$ cat src/rtl/vga_pkg.sv
`default_nettype none
// ============================================================================
//  Module      : vga_pkg
//  Description : 640x480@60Hz raster timing constants shared by the timing
//                generator and every renderer that consumes DrawX/DrawY.
//  Revision    : 1.0 - initial release
// ============================================================================
package vga_pkg;

  // Horizontal timing, in pixel clocks
  localparam int unsigned H_VISIBLE = 640;
  localparam int unsigned H_FP      = 16;
  localparam int unsigned H_SYNC    = 96;
  localparam int unsigned H_BP      = 48;
  localparam int unsigned H_TOTAL   = H_VISIBLE + H_FP + H_SYNC + H_BP;

  // Vertical timing, in lines
  localparam int unsigned V_VISIBLE = 480;
  localparam int unsigned V_FP      = 10;
  localparam int unsigned V_SYNC    = 2;
  localparam int unsigned V_BP      = 33;
  localparam int unsigned V_TOTAL   = V_VISIBLE + V_FP + V_SYNC + V_BP;

  // Sync pulse windows, half-open [START, END)
  localparam int unsigned HS_START  = H_VISIBLE + H_FP;
  localparam int unsigned HS_END    = HS_START + H_SYNC;
  localparam int unsigned VS_START  = V_VISIBLE + V_FP;
  localparam int unsigned VS_END    = VS_START + V_SYNC;

  // Raster counter width (covers 0..1023)
  localparam int unsigned CNT_W     = 10;

  // Complete timing set, so a generator can be built for another mode
  typedef struct packed {
    logic [9:0] h_visible;
    logic [9:0] h_fp;
    logic [9:0] h_sync;
    logic [9:0] h_bp;
    logic [9:0] v_visible;
    logic [9:0] v_fp;
    logic [9:0] v_sync;
    logic [9:0] v_bp;
  } vga_timing_t;

  localparam vga_timing_t VGA_640X480 = '{
    h_visible: 10'(H_VISIBLE),
    h_fp:      10'(H_FP),
    h_sync:    10'(H_SYNC),
    h_bp:      10'(H_BP),
    v_visible: 10'(V_VISIBLE),
    v_fp:      10'(V_FP),
    v_sync:    10'(V_SYNC),
    v_bp:      10'(V_BP)
  };

  function automatic logic [9:0] h_total(input vga_timing_t t);
    return t.h_visible + t.h_fp + t.h_sync + t.h_bp;
  endfunction

  function automatic logic [9:0] v_total(input vga_timing_t t);
    return t.v_visible + t.v_fp + t.v_sync + t.v_bp;
  endfunction

endpackage
`default_nettype wire

$ cat src/rtl/vga_timing_gen_wrap_counter.sv
`default_nettype none
// ============================================================================
//  Module      : wrap_counter
//  Description : Enabled up-counter 0..MAX; wrap flags the enabled cycle in
//                which the count returns from MAX to 0.
//  Revision    : 1.0 - initial release
// ============================================================================
module wrap_counter #(
  parameter int             W   = 10,
  parameter logic [W-1:0]   MAX = '1
) (
  input  logic         clk,
  input  logic         reset,
  input  logic         en,
  output logic [W-1:0] count,
  output logic         wrap
);

  localparam logic [W-1:0] ONE = {{(W-1){1'b0}}, 1'b1};

  logic [W-1:0] count_q;
  logic [W-1:0] count_d;

  assign wrap = en && (count_q == MAX);

  // Next count: hold when disabled, return to zero past MAX
  always_comb begin
    count_d = count_q;
    if (en) begin
      count_d = wrap ? '0 : count_q + ONE;
    end
  end

  // Count register, cleared by synchronous reset
  always_ff @(posedge clk) begin
    if (reset) begin
      count_q <= '0;
    end else begin
      count_q <= count_d;
    end
  end

  assign count = count_q;

endmodule
`default_nettype wire

$ cat src/rtl/vga_timing_gen.sv
`default_nettype none
// ============================================================================
//  Module      : vga_timing_gen
//  Description : VGA raster timing generator. Column/row counters plus
//                registered sync/blank/frame decode aligned to DrawX/DrawY.
//  Revision    : 1.0 - initial release
// ============================================================================
module vga_timing_gen
  import vga_pkg::*;
#(
  parameter vga_timing_t TIMING = VGA_640X480,
  parameter int          FCNT_W = 8
) (
  input  logic              vga_clk,
  input  logic              reset,
  output logic              hs,
  output logic              vs,
  output logic              blank,
  output logic              sync,
  output logic [9:0]        DrawX,
  output logic [9:0]        DrawY,
  output logic              frame_start,
  output logic [FCNT_W-1:0] frame_count
);

  localparam logic [9:0] H_MAX       = h_total(TIMING) - 10'd1;
  localparam logic [9:0] V_MAX       = v_total(TIMING) - 10'd1;
  localparam logic [9:0] HSYNC_FIRST = TIMING.h_visible + TIMING.h_fp;
  localparam logic [9:0] HSYNC_END   = HSYNC_FIRST + TIMING.h_sync;
  localparam logic [9:0] VSYNC_FIRST = TIMING.v_visible + TIMING.v_fp;
  localparam logic [9:0] VSYNC_END   = VSYNC_FIRST + TIMING.v_sync;

  logic [9:0]        hc_q;
  logic [9:0]        vc_q;
  logic              h_wrap;
  logic              v_wrap;

  logic [9:0]        hc_d;
  logic [9:0]        vc_d;
  logic              hs_d;
  logic              vs_d;
  logic              blank_d;
  logic [FCNT_W-1:0] frame_count_d;

  logic              hs_q;
  logic              vs_q;
  logic              blank_q;
  logic              frame_start_q;
  logic [FCNT_W-1:0] frame_count_q;

  wrap_counter #(.W(10), .MAX(H_MAX)) u_hcnt (
    .clk   (vga_clk),
    .reset (reset),
    .en    (1'b1),
    .count (hc_q),
    .wrap  (h_wrap)
  );

  wrap_counter #(.W(10), .MAX(V_MAX)) u_vcnt (
    .clk   (vga_clk),
    .reset (reset),
    .en    (h_wrap),
    .count (vc_q),
    .wrap  (v_wrap)
  );

  // Decode from the counters' next values so the registered flags describe
  // the same pixel that DrawX/DrawY show in the following cycle
  always_comb begin
    hc_d          = h_wrap ? 10'd0 : hc_q + 10'd1;
    vc_d          = vc_q;
    if (h_wrap) begin
      vc_d        = v_wrap ? 10'd0 : vc_q + 10'd1;
    end
    hs_d          = !((hc_d >= HSYNC_FIRST) && (hc_d < HSYNC_END));
    vs_d          = !((vc_d >= VSYNC_FIRST) && (vc_d < VSYNC_END));
    blank_d       = (hc_d < TIMING.h_visible) && (vc_d < TIMING.v_visible);
    frame_count_d = frame_count_q + {{(FCNT_W-1){1'b0}}, v_wrap};
  end

  // Output registers; reset values describe pixel (0,0) without a frame pulse
  always_ff @(posedge vga_clk) begin
    if (reset) begin
      hs_q          <= 1'b1;
      vs_q          <= 1'b1;
      blank_q       <= 1'b1;
      frame_start_q <= 1'b0;
      frame_count_q <= '0;
    end else begin
      hs_q          <= hs_d;
      vs_q          <= vs_d;
      blank_q       <= blank_d;
      frame_start_q <= v_wrap;
      frame_count_q <= frame_count_d;
    end
  end

  assign DrawX       = hc_q;
  assign DrawY       = vc_q;
  assign hs          = hs_q;
  assign vs          = vs_q;
  assign blank       = blank_q;
  assign frame_start = frame_start_q;
  assign frame_count = frame_count_q;
  assign sync        = 1'b0;

endmodule
`default_nettype wire
$ cat config.mk
export PLATFORM = sky130hd
export DESIGN_NAME = vga_timing_gen
export DESIGN_NICKNAME = d
export VERILOG_FILES = /design/src/rtl/vga_pkg.sv /design/src/rtl/vga_timing_gen_wrap_counter.sv /design/src/rtl/vga_timing_gen.sv
export SDC_FILE = /design/constraint.sdc
export NUM_CORES = 1
export LEC_CHECK = 0
export ABC_CLOCK_PERIOD_IN_PS = 2100
export CAP_MARGIN = 20
export CELL_PAD_IN_SITES_DETAIL_PLACEMENT = 2
export CELL_PAD_IN_SITES_GLOBAL_PLACEMENT = 2
export CORE_ASPECT_RATIO = 0.5
export CORE_UTILIZATION = 26
export DETAILED_ROUTE_END_ITERATION = 8
export GPL_TIMING_DRIVEN = 1
export PLACE_DENSITY_LB_ADDON = 0.1
export SYNTH_ARGS = -nofsm -noshare
export SYNTH_HDL_FRONTEND = slang
export SYNTH_SLANG_ARGS = --single-unit
$ cat constraint.sdc
create_clock -name vga_clk -period 2.1 [get_ports vga_clk]
set_clock_uncertainty 0.2 [all_clocks]
set_input_delay 0.63 -clock vga_clk [delete_from_list [all_inputs] [get_ports vga_clk]]
set_output_delay 0.63 -clock vga_clk [all_outputs]
set_load 0.05 [all_outputs]
==> results of run 1 <==
-- worst max-delay path, cell delays in order (launching register included) --
cell and delay, ps:
dfxtp_4 370, buf_6 110, nand2_4 50, or4_4 520, a211o_1 350, nor3b_2 230
nand3_1 120
-- layer usage --
metal	track usage, %	up-vias	routed length (microns)
li1	-	771	-
met2	32.1	26	2970
met4	4.00	0	37
met5	0	-	0
met1	21.9	798	2820
met3	5.10	7	212
-- flip-flops by register name (all words and copies together), names as in the netlist --
name          cells
blank             1
frame_count       8
frame_start       1
hs                1
u_hcnt.count     10
u_vcnt.count     10
vs                1
-- placed cells by master (no fill, tap or decap), types with 6 or more instances in the layout --
cell	Yosys	layout
nand3_1	9	9
nand4_1	6	6
nand2_1	8	7
xnor2_1	9	9
xor2_1	12	12
buf_4	1	46
nor2_1	28	28
dfxtp_1	32	16
nor3_1	11	11
dfxtp_2	0	11
inv_1	7	7
buf_12	0	25
-- timing repair --
item                                   4_1_cts  5_1_grt
hold buffers                                 0        0
gates resized for setup                      0       13
endpoints found under the hold margin        0        0
buffers inserted                             0       15
setup endpoints to repair                    0        5
-- logic make-up (layout without fill, tap and decap cells) --
logic type | count (synthesis) | in the layout | synth area share (%)
AOI/OAI and AO/OA | 18 | 18 | 8.70
xor gates and xnor gates | 21 | 21 | 11.6
adders and majority gates | 6 | 6 | 4.75
buffers and inverters | 16 | 92 | 5.14
DFF | 32 | 32 | 40.5
muxes | 1 | 1 | 0.633
other | 1 | 1 | 0.237
and+or+nand+nor | 84 | 84 | 28.4
-- through the flow --
stage	setup slack [ps]	instances
after floorplan	1.81	179
after global placement	-46.9	306
after detailed placement	-78.9	306
after CTS	13.6	314
after global routing	-15.8	328
final	26.5	328
-- area by class of cell --
cell class | count | share of cell area, %
inverter | 7 | 0.949
sequential | 32 | 24.3
clock buffer | 8 | 5.28
multi-input combinational | 131 | 33.1
timing repair buffer | 77 | 33.1
tap | 73 | 3.30
-- path summary, 6_finish.rpt --
| path | from | endpoint | slack, ps | cells past startpoint |
|---|---|---|---|---|
| max | u_hcnt.count[1]$_SDFF_PP0_ | hs$_SDFF_PP1_ | 30 | 6 |
| min | frame_count[7]$_SDFF_PP0_ | frame_count[7]$_SDFF_PP0_ | 330 | 2 |
| max reg2reg | u_hcnt.count[1]$_SDFF_PP0_ | hs$_SDFF_PP1_ | 30 | 6 |
| min reg2reg | frame_count[7]$_SDFF_PP0_ | frame_count[7]$_SDFF_PP0_ | 330 | 2 |
-- power groups by stage --
stage,clock network (mW),registers (mW),logic (mW)
5_1_grt,0.807,0.623,0.139
3_3_place_gp,0,0.633,0.108
6_report,0.745,0.622,0.131
2_1_floorplan,0,0.657,0.0312
3_5_place_dp,0,0.633,0.111
4_1_cts,0.757,0.620,0.111
==> flow_summary_export.csv, run 1 <==
group,metric,value,unit
drt,drtIter0Drc,54,
outcome,status,"complete, but fails checks",
yosys,netlist_area,1580,sq um
drt,routed_wl,6040,microns
timing,tns,0,ps
cts,clock_latency,280,ps
global_route,grt_pass1_vias,1737,
pwr,p_per_area,541,nW/um^2
timing,fmax,482,MHz
layout,final_net_count,262,
critical_path,cp_max_fo,3,
timing,rsz0062_at_grt,"yes",
outcome,violations,"design-rule violations",
yosys,syn_nets,187,
placed_design,gp_congestion,0.820,
yosys,async_flop_share,0,%
timing,finalCritPeriodShare,98.7,%
placed_design,postPlaceCellArea,2470,sq um
floorplan,die_h,57.2,microns
drt,drtAntennaViolNets,0,
timing,hold_violations,0,
placed_design,portBuffers,33,
yosys,synth_top_area_cell,"dfxtp_1",
timing,setup_violations,0,
drt,post-route-drc-count,2,
drt,dr.pass1.iters,6,
floorplan,num_io_pins,35,
layout,finalCoreUtilization,49.0,%
cts,clk_pin_slew,50,ps
cts,htreeDepth,2,
layout,antenna_cells,0,
cts,cts_root_buf,"clkbuf_16",
yosys,yosysUniqueCellTypes,42,
yosys,synth.area.top_cells,"dfxtp_1 (41%), nor2_1 (6.6%), xor2_1 (6.6%)",
pwr,total_leakage_power,1.09,nW
pwr,power_frac_seq,41.5,%
global_route,grt_max_degree,17,
flow_run,cap_violations,0,
cts,clock_path_buffers,2,
hold_path,hold_class,"flop to flop",
pwr,p_total,1.50,mW
critical_path,critPathKind,"flop to flop",
drt,num_vias,1602,
yosys,synth_common_cells,"dfxtp_1 (32), nor2_1 (28), xor2_1 (12), nor3_1 (11)",
pwr,p_switching,351,uW
pwr,power_frac_clock,49.7,%
pwr,irDropWorstVdd,0.000284,V
yosys,syn_inst,179,
floorplan,initial_core_util,28.0,%
yosys,yosysWarnings,0,
yosys,yosysMostFrequentCell,"dfxtp_1",
drt,routedWlPerCell,18.4,microns
floorplan,coreArea,5660,sq um
yosys,synth_ff_type,"dfxtp_1",
layout,syn_to_final_growth,75.2,%
yosys,synth_edf_count,0,
drt,via_per_inst,4.88,
cts,clock-sinks,32,
critical_path,arrival,2020,ps
global_route,grt_pass1_wl,8800,microns
timing,slew_violations,0,
layout,final_cell_area,2770,sq um
critical_path,start_kind,"flop",
pwr,combinationalPowerShare,8.8,%
critical_path,worstPathRequired,2050,ps
floorplan,fp-row-count,19,
timing,period_minus_slack,2070,ps
global_route,antenna_found_initial,0,
cts,cts_tree,"done",
floorplan,dieArea,6420,sq um
layout,multi_input_area,917,sq um
pwr,power.internal,1.15,mW
yosys,seq_area_frac_synth,40.5,%
critical_path,end_kind,"flop",
yosys,synth_area_per_cell,8.84,sq um
layout,fillCellCount,585,
yosys,netlist.area_leader.share,40.5,%
pwr,switching_share,23.4,%
floorplan,die_w,112,microns
yosys,ys_seq_elements,32,
layout,drive_above_1_share,43.9,%
global_route,track_usage,18.0,%
placed_design,dp_hpwl,4010,microns
timing,hold_slack,335,ps
cts,cts_made_buffers,5,
global_route,grt-ovfl-total,0,
layout,seqCellArea,673,sq um
Power figures use the tool's default switching activity.
==> run 2: changes to the inputs <==
--- a/config.mk
+++ b/config.mk
@@ -14,6 +14,7 @@
 export DETAILED_ROUTE_END_ITERATION = 8
 export GPL_TIMING_DRIVEN = 1
 export PLACE_DENSITY_LB_ADDON = 0.1
+export RECOVER_POWER = 100
 export SYNTH_ARGS = -nofsm -noshare
 export SYNTH_HDL_FRONTEND = slang
 export SYNTH_SLANG_ARGS = --single-unit
==> run 2 against run 1 <==
Against the previous run: the run still ends with design-rule violations left; power down 0.55%; register-to-register slack is essentially flat; combinational power is essentially flat; worst hold slack about the same; fmax is essentially flat; setup slack improved by 0.50 ps; sequential power hardly changed; cell area decreased by 0.90%; critical path depth unchanged.
==> flow_summary_export.csv, run 2 (synthesized netlist as in run 1, its figures left out) <==
group,metric,value,unit
critical_path,cp_max_fo,3,
timing,setup_violations,0,
timing,period_minus_slack,2070,ps
floorplan,fp-row-count,19,
hold_path,hold_path_depth,2,
floorplan,die_w,112,microns
cts,clock_latency,280,ps
critical_path,rrSetupSlack,30,ps
timing,finalCritPeriodShare,98.7,%
pwr,switching_share,23.1,%
cts,holdBufCountCts,0,
drt,post-route-drc-count,2,
critical_path,r2r-start,"u_hcnt.count[1]$_SDFF_PP0_",
critical_path,worstPathRequired,2050,ps
layout,finalCoreUtilization,48.5,%
timing,rsz0062_at_grt,"yes",
pwr,irDropWorstVdd,0.000282,V
timing,fmax,482,MHz
global_route,track_usage,18.0,%
global_route,grt_pass1_vias,1737,
floorplan,die_h,57.2,microns
cts,cts_made_buffers,5,
floorplan,num_io_pins,35,
layout,final_net_count,262,
layout,drive_above_1_share,41.6,%
pwr,p_per_area,543,nW/um^2
cts,clock-sinks,32,
critical_path,critPathKind,"flop to flop",
drt,routedWlPerCell,18.4,microns
floorplan,dieArea,6420,sq um
hold_path,min-delay-start,"frame_count[7]$_SDFF_PP0_",
drt,drtIter0Drc,46,
cts,clock_path_buffers,2,
cts,clk_pin_slew,50,ps
hold_path,hold_end,"frame_count[7]$_SDFF_PP0_",
timing,slew_headroom,58.8,%
global_route,antenna_found_initial,0,
global_route,grt-ovfl-total,0,
placed_design,portBuffers,33,
pwr,total_leakage_power,1.07,nW
cts,htreeDepth,2,
pwr,p_switching,345,uW
placed_design,gp_congestion,0.820,
drt,routed_wl,6020,microns
global_route,grt_max_degree,17,
drt,dr.pass1.iters,6,
floorplan,initial_core_util,28.0,%
hold_path,hold_class,"flop to flop",
pwr,combinationalPowerShare,8.7,%
pwr,power.internal,1.15,mW
critical_path,start_kind,"flop",
floorplan,coreArea,5660,sq um
pwr,power_frac_clock,49.6,%
cts,cts_root_buf,"clkbuf_16",
drt,via_per_inst,4.91,
drt,drtAntennaViolNets,0,
outcome,status,"complete, but fails checks",
critical_path,ff2ff_path_depth,6,
timing,slew_violations,0,
flow_run,cap_violations,0,
layout,syn_to_final_growth,73.6,%
pwr,p_total,1.49,mW
placed_design,dp_hpwl,4010,microns
pwr,power_frac_seq,41.8,%
timing,worst_pin_slew,621,ps
global_route,grt_pass1_wl,8800,microns
layout,antenna_cells,0,
critical_path,rr_endpoint,"hs$_SDFF_PP1_",
cts,cts_tree,"done",
outcome,violations,"design-rule violations",
critical_path,end_kind,"flop",
timing,tns,0,ps
timing,hold_violations,0,
critical_path,arrival,2020,ps
layout,final_common_cell,"buf_4",
drt,num_vias,1610,
layout,final_cell_mix,"buf_4 (39), nor2_1 (28), buf_12 (25), dfxtp_1 (16), xor2_1 (12)",
-- run 2: area by class of cell --
class / instances / area, sq um
flip-flops and latches: 32 / 673
clock buffers: 8 / 146
well taps: 73 / 91.3
inverters: 7 / 26.3
multi-input cells: 131 / 917
repair buffers: 77 / 891
fillers: 591 / 2910
-- run 2: what timing repair did --
item / 4_1_cts / 5_1_grt
hold endpoints to repair: 0 / 0
resized for setup: 0 / 13
endpoints found under the setup margin: 0 / 5
setup buffers: 0 / 15
-- run 2: metrics by stage --
| step | instances | instance area, sq um | hold slack, ps | setup WS [ps] |
|---|---|---|---|---|
| floorplan | 179 | 1650 | 376 | 1.81 |
| global placement | 306 | 2470 | 312 | -46.9 |
| detailed placement | 306 | 2470 | 321 | -78.9 |
| CTS | 314 | 2610 | 337 | 13.6 |
| global route | 328 | 2750 | 383 | -25.7 |
| finish | 328 | 2750 | 335 | 27.0 |
-- run 2: critical path: stages, from the launching register on --
cell and delay (ps):
dfxtp_4 370, buf_6 110, nand2_4 50, or4_4 520
a211o_1 350, nor3b_2 230, nand3_1 120
-- run 2: power by group through the flow --
stage | sequential, mW | combinational, mW | clock (mW)
floorplan | 0.657 | 0.0312 | 0
global placement | 0.633 | 0.108 | 0
detailed placement | 0.633 | 0.111 | 0
CTS | 0.620 | 0.111 | 0.757
global route | 0.623 | 0.137 | 0.807
finish | 0.622 | 0.129 | 0.739
-- run 2: worst max path at each step --
stage / from / endpoint / cells past startpoint
2_1_floorplan: u_hcnt.count[5]$_SDFF_PP0_ / frame_count[5]$_SDFF_PP0_ / 9
3_3_place_gp: reset / hs$_SDFF_PP1_ / 4
3_5_place_dp: reset / hs$_SDFF_PP1_ / 4
4_1_cts: u_hcnt.count[0]$_SDFF_PP0_ / hs$_SDFF_PP1_ / 8
5_1_grt: u_hcnt.count[1]$_SDFF_PP0_ / frame_count[5]$_SDFF_PP0_ / 9
6_report: u_hcnt.count[1]$_SDFF_PP0_ / hs$_SDFF_PP1_ / 6
-- run 2: metal layers --
metal / track usage, % / vias to the layer above / wire, microns
li1: - / 772 / -
met1: 21.9 / 807 / 2820
met2: 32.1 / 27 / 2970
met3: 5.10 / 4 / 208
met4: 4.00 / 0 / 28
met5: 0 / - / 0
==> run 3: changes to the inputs <==
--- a/config.mk
+++ b/config.mk
@@ -6,15 +6,16 @@
 export NUM_CORES = 1
 export LEC_CHECK = 0
 export ABC_CLOCK_PERIOD_IN_PS = 2100
-export CAP_MARGIN = 20
 export CELL_PAD_IN_SITES_DETAIL_PLACEMENT = 2
 export CELL_PAD_IN_SITES_GLOBAL_PLACEMENT = 2
 export CORE_ASPECT_RATIO = 0.5
+export CORE_MARGIN = 10
 export CORE_UTILIZATION = 26
 export DETAILED_ROUTE_END_ITERATION = 8
 export GPL_TIMING_DRIVEN = 1
 export PLACE_DENSITY_LB_ADDON = 0.1
 export RECOVER_POWER = 100
+export SKIP_CTS_REPAIR_TIMING = 1
 export SYNTH_ARGS = -nofsm -noshare
 export SYNTH_HDL_FRONTEND = slang
 export SYNTH_SLANG_ARGS = --single-unit
==> run 3 against run 2 <==
Against the previous run: the flow now finishes without violations; non-clock buffer count decreased by 11; utilization decreased by 4.0 points; fmax increased by 0.92%; power fell by 3.3%; largest cell class unchanged; setup slack better by 19 ps; clock-buffer cell count shrank 1; via count fell by 2.9%; die area rose by 53%; critical path type unchanged.
==> flow_summary_export.csv, run 3 (synthesized netlist as in run 1, its figures left out) <==
group,metric,value,unit
critical_path,rr_endpoint,"blank$_SDFF_PP1_",
layout,finalNonFillerCells,317,
timing,slew_violations,0,
critical_path,cp_max_fo,5,
floorplan,initial_core_util,27.8,%
cts,cts_root_buf,"clkbuf_16",
cts,clock-sinks,32,
layout,final_common_cell,"nor2_1",
critical_path,worstPathRequired,2100,ps
placed_design,portBuffers,33,
drt,drtAntennaViolNets,0,
floorplan,die_w,130,microns
pwr,switching_share,23.4,%
pwr,total_leakage_power,0.983,nW
critical_path,rrSetupSlack,50,ps
floorplan,die_h,75.2,microns
global_route,track_usage,12.1,%
cts,clock_latency,280,ps
drt,drtIter0Drc,48,
pwr,power_frac_seq,43.0,%
timing,worst_pin_slew,613,ps
drt,via_per_inst,4.93,
critical_path,critPathKind,"flop to flop",
timing,hold_violations,0,
placed_design,dp_hpwl,4170,microns
pwr,combinationalPowerShare,8.4,%
drt,routedWlPerCell,18.3,microns
critical_path,critPathMaxStageDelay,410,ps
critical_path,arrival,2050,ps
pwr,p_per_area,569,nW/um^2
global_route,antenna_found_initial,0,
layout,final_cell_area,2530,sq um
placed_design,place_inst,305,
timing,tns,0,ps
hold_path,hold_class,"flop to flop",
pwr,p_switching,338,uW
critical_path,cp-endpoint,"blank$_SDFF_PP1_",
critical_path,r2r-start,"u_hcnt.count[1]$_SDFF_PP0_",
outcome,status,"finished clean",
layout,antenna_cells,0,
pwr,irDropWorstVdd,0.000294,V
global_route,grt_pass1_vias,1746,
pwr,p_total,1.44,mW
critical_path,crit_slowest_cell,"o41ai_1",
placed_design,postPlaceCellArea,2460,sq um
critical_path,start_kind,"flop",
timing,setup_violations,0,
layout,final_cell_mix,"nor2_1 (26), buf_4 (20), buf_12 (17), dfxtp_1 (16), clkbuf_1 (13)",
drt,routed_wl,5790,microns
timing,hold_slack,336,ps
floorplan,coreArea,5680,sq um
timing,slew_headroom,59.3,%
critical_path,crit_start,"u_hcnt.count[1]$_SDFF_PP0_",
global_route,grt-ovfl-total,0,
drt,num_vias,1564,
global_route,grt_pass1_wl,9230,microns
layout,syn_to_final_growth,60.0,%
placed_design,gp_congestion,0.785,
critical_path,path_cells,"ha_4, and4_4, nand4_4, buf_4, o41ai_1, a21oi_1, a211oi_2",
layout,drive_above_1_share,38.1,%
critical_path,ff2ff_path_depth,7,
layout,final_net_count,251,
cts,clock_path_buffers,2,
drt,dr.pass1.iters,4,
timing,fmax,487,MHz
pwr,power_frac_clock,48.6,%
flow_run,cap_violations,0,
global_route,grt_max_degree,17,
floorplan,num_io_pins,35,
cts,cts_made_buffers,5,
cts,cts_tree,"done",
drt,post-route-drc-count,0,
floorplan,fp-row-count,19,
timing,finalCritPeriodShare,97.8,%
timing,period_minus_slack,2050,ps
cts,clk_pin_slew,50,ps
critical_path,end_kind,"flop",
floorplan,dieArea,9790,sq um
cts,htreeDepth,2,
layout,fillCellCount,625,
pwr,power.internal,1.10,mW
-- run 3: changes by cell type in the layout (fill, tap and decap cells not counted), sizes merged --
| cell | change |
|---|---|
| dlymetal6s2s | +2 |
| buf | -29 |
| clkinv | +1 |
| clkbuf | +15 |
-- run 3: power groups by stage --
stage / Sequential, mW / Clock [mW] / Combinational, mW
4_1_cts: 0.619 / 0.718 / 0.115
3_5_place_dp: 0.632 / 0 / 0.113
2_1_floorplan: 0.657 / 0 / 0.0312
6_report: 0.620 / 0.700 / 0.121
3_3_place_gp: 0.631 / 0 / 0.112
5_1_grt: 0.621 / 0.751 / 0.130
-- run 3: layout make-up --
type                    count  area (sq um)  share of cell area [%]
clock buffers               7           133                    5.24
clock inverters             1          5.00                   0.198
multi-input cells         131           940                    37.1
flip-flops and latches     32           673                    26.6
repair buffers             66           663                    26.2
well taps                  73          91.3                    3.61
inverters                   7          26.3                    1.04
-- run 3: worst min-delay path by stage --
| stage | startpoint | to | slack [ps] | depth (start not counted) |
|---|---|---|---|---|
| 2_1_floorplan | u_hcnt.count[0]$_SDFF_PP0_ | u_hcnt.count[0]$_SDFF_PP0_ | 380 | 1 |
| 3_3_place_gp | frame_count[7]$_SDFF_PP0_ | frame_count[7]$_SDFF_PP0_ | 320 | 2 |
| 3_5_place_dp | frame_count[7]$_SDFF_PP0_ | frame_count[7]$_SDFF_PP0_ | 340 | 2 |
| 4_1_cts | frame_count[7]$_SDFF_PP0_ | frame_count[7]$_SDFF_PP0_ | 360 | 2 |
| 5_1_grt | frame_count[7]$_SDFF_PP0_ | frame_count[7]$_SDFF_PP0_ | 380 | 2 |
| 6_report | frame_count[7]$_SDFF_PP0_ | frame_count[7]$_SDFF_PP0_ | 340 | 2 |
-- run 3: per-stage QoR --
step / utilization, % / setup WS (ps)
6_report: 44.5 / 45.8
5_1_grt: 44.5 / -85.6
4_1_cts: 45.7 / 44.5
3_5_place_dp: 43.3 / -26.6
3_3_place_gp: 43.3 / -44.8
2_1_floorplan: - / 1.81
-- run 3: critical path, delay by kind of cell (launching register included) --
kind	cells	cell delay [ps]
simple gates	2	340
compound gates	3	730
flops	1	360
fa+ha+maj	1	150
buf+inv	1	190
-- run 3: layer usage --
metal | GRT usage [%] | up-vias | part of all wire [%]
met3 | 3.99 | 10 | 5.0
li1 | - | 757 | -
met1 | 14.7 | 771 | 44
met4 | 3.71 | 0 | 1.4
met2 | 19.9 | 26 | 49
met5 | 0 | - | 0
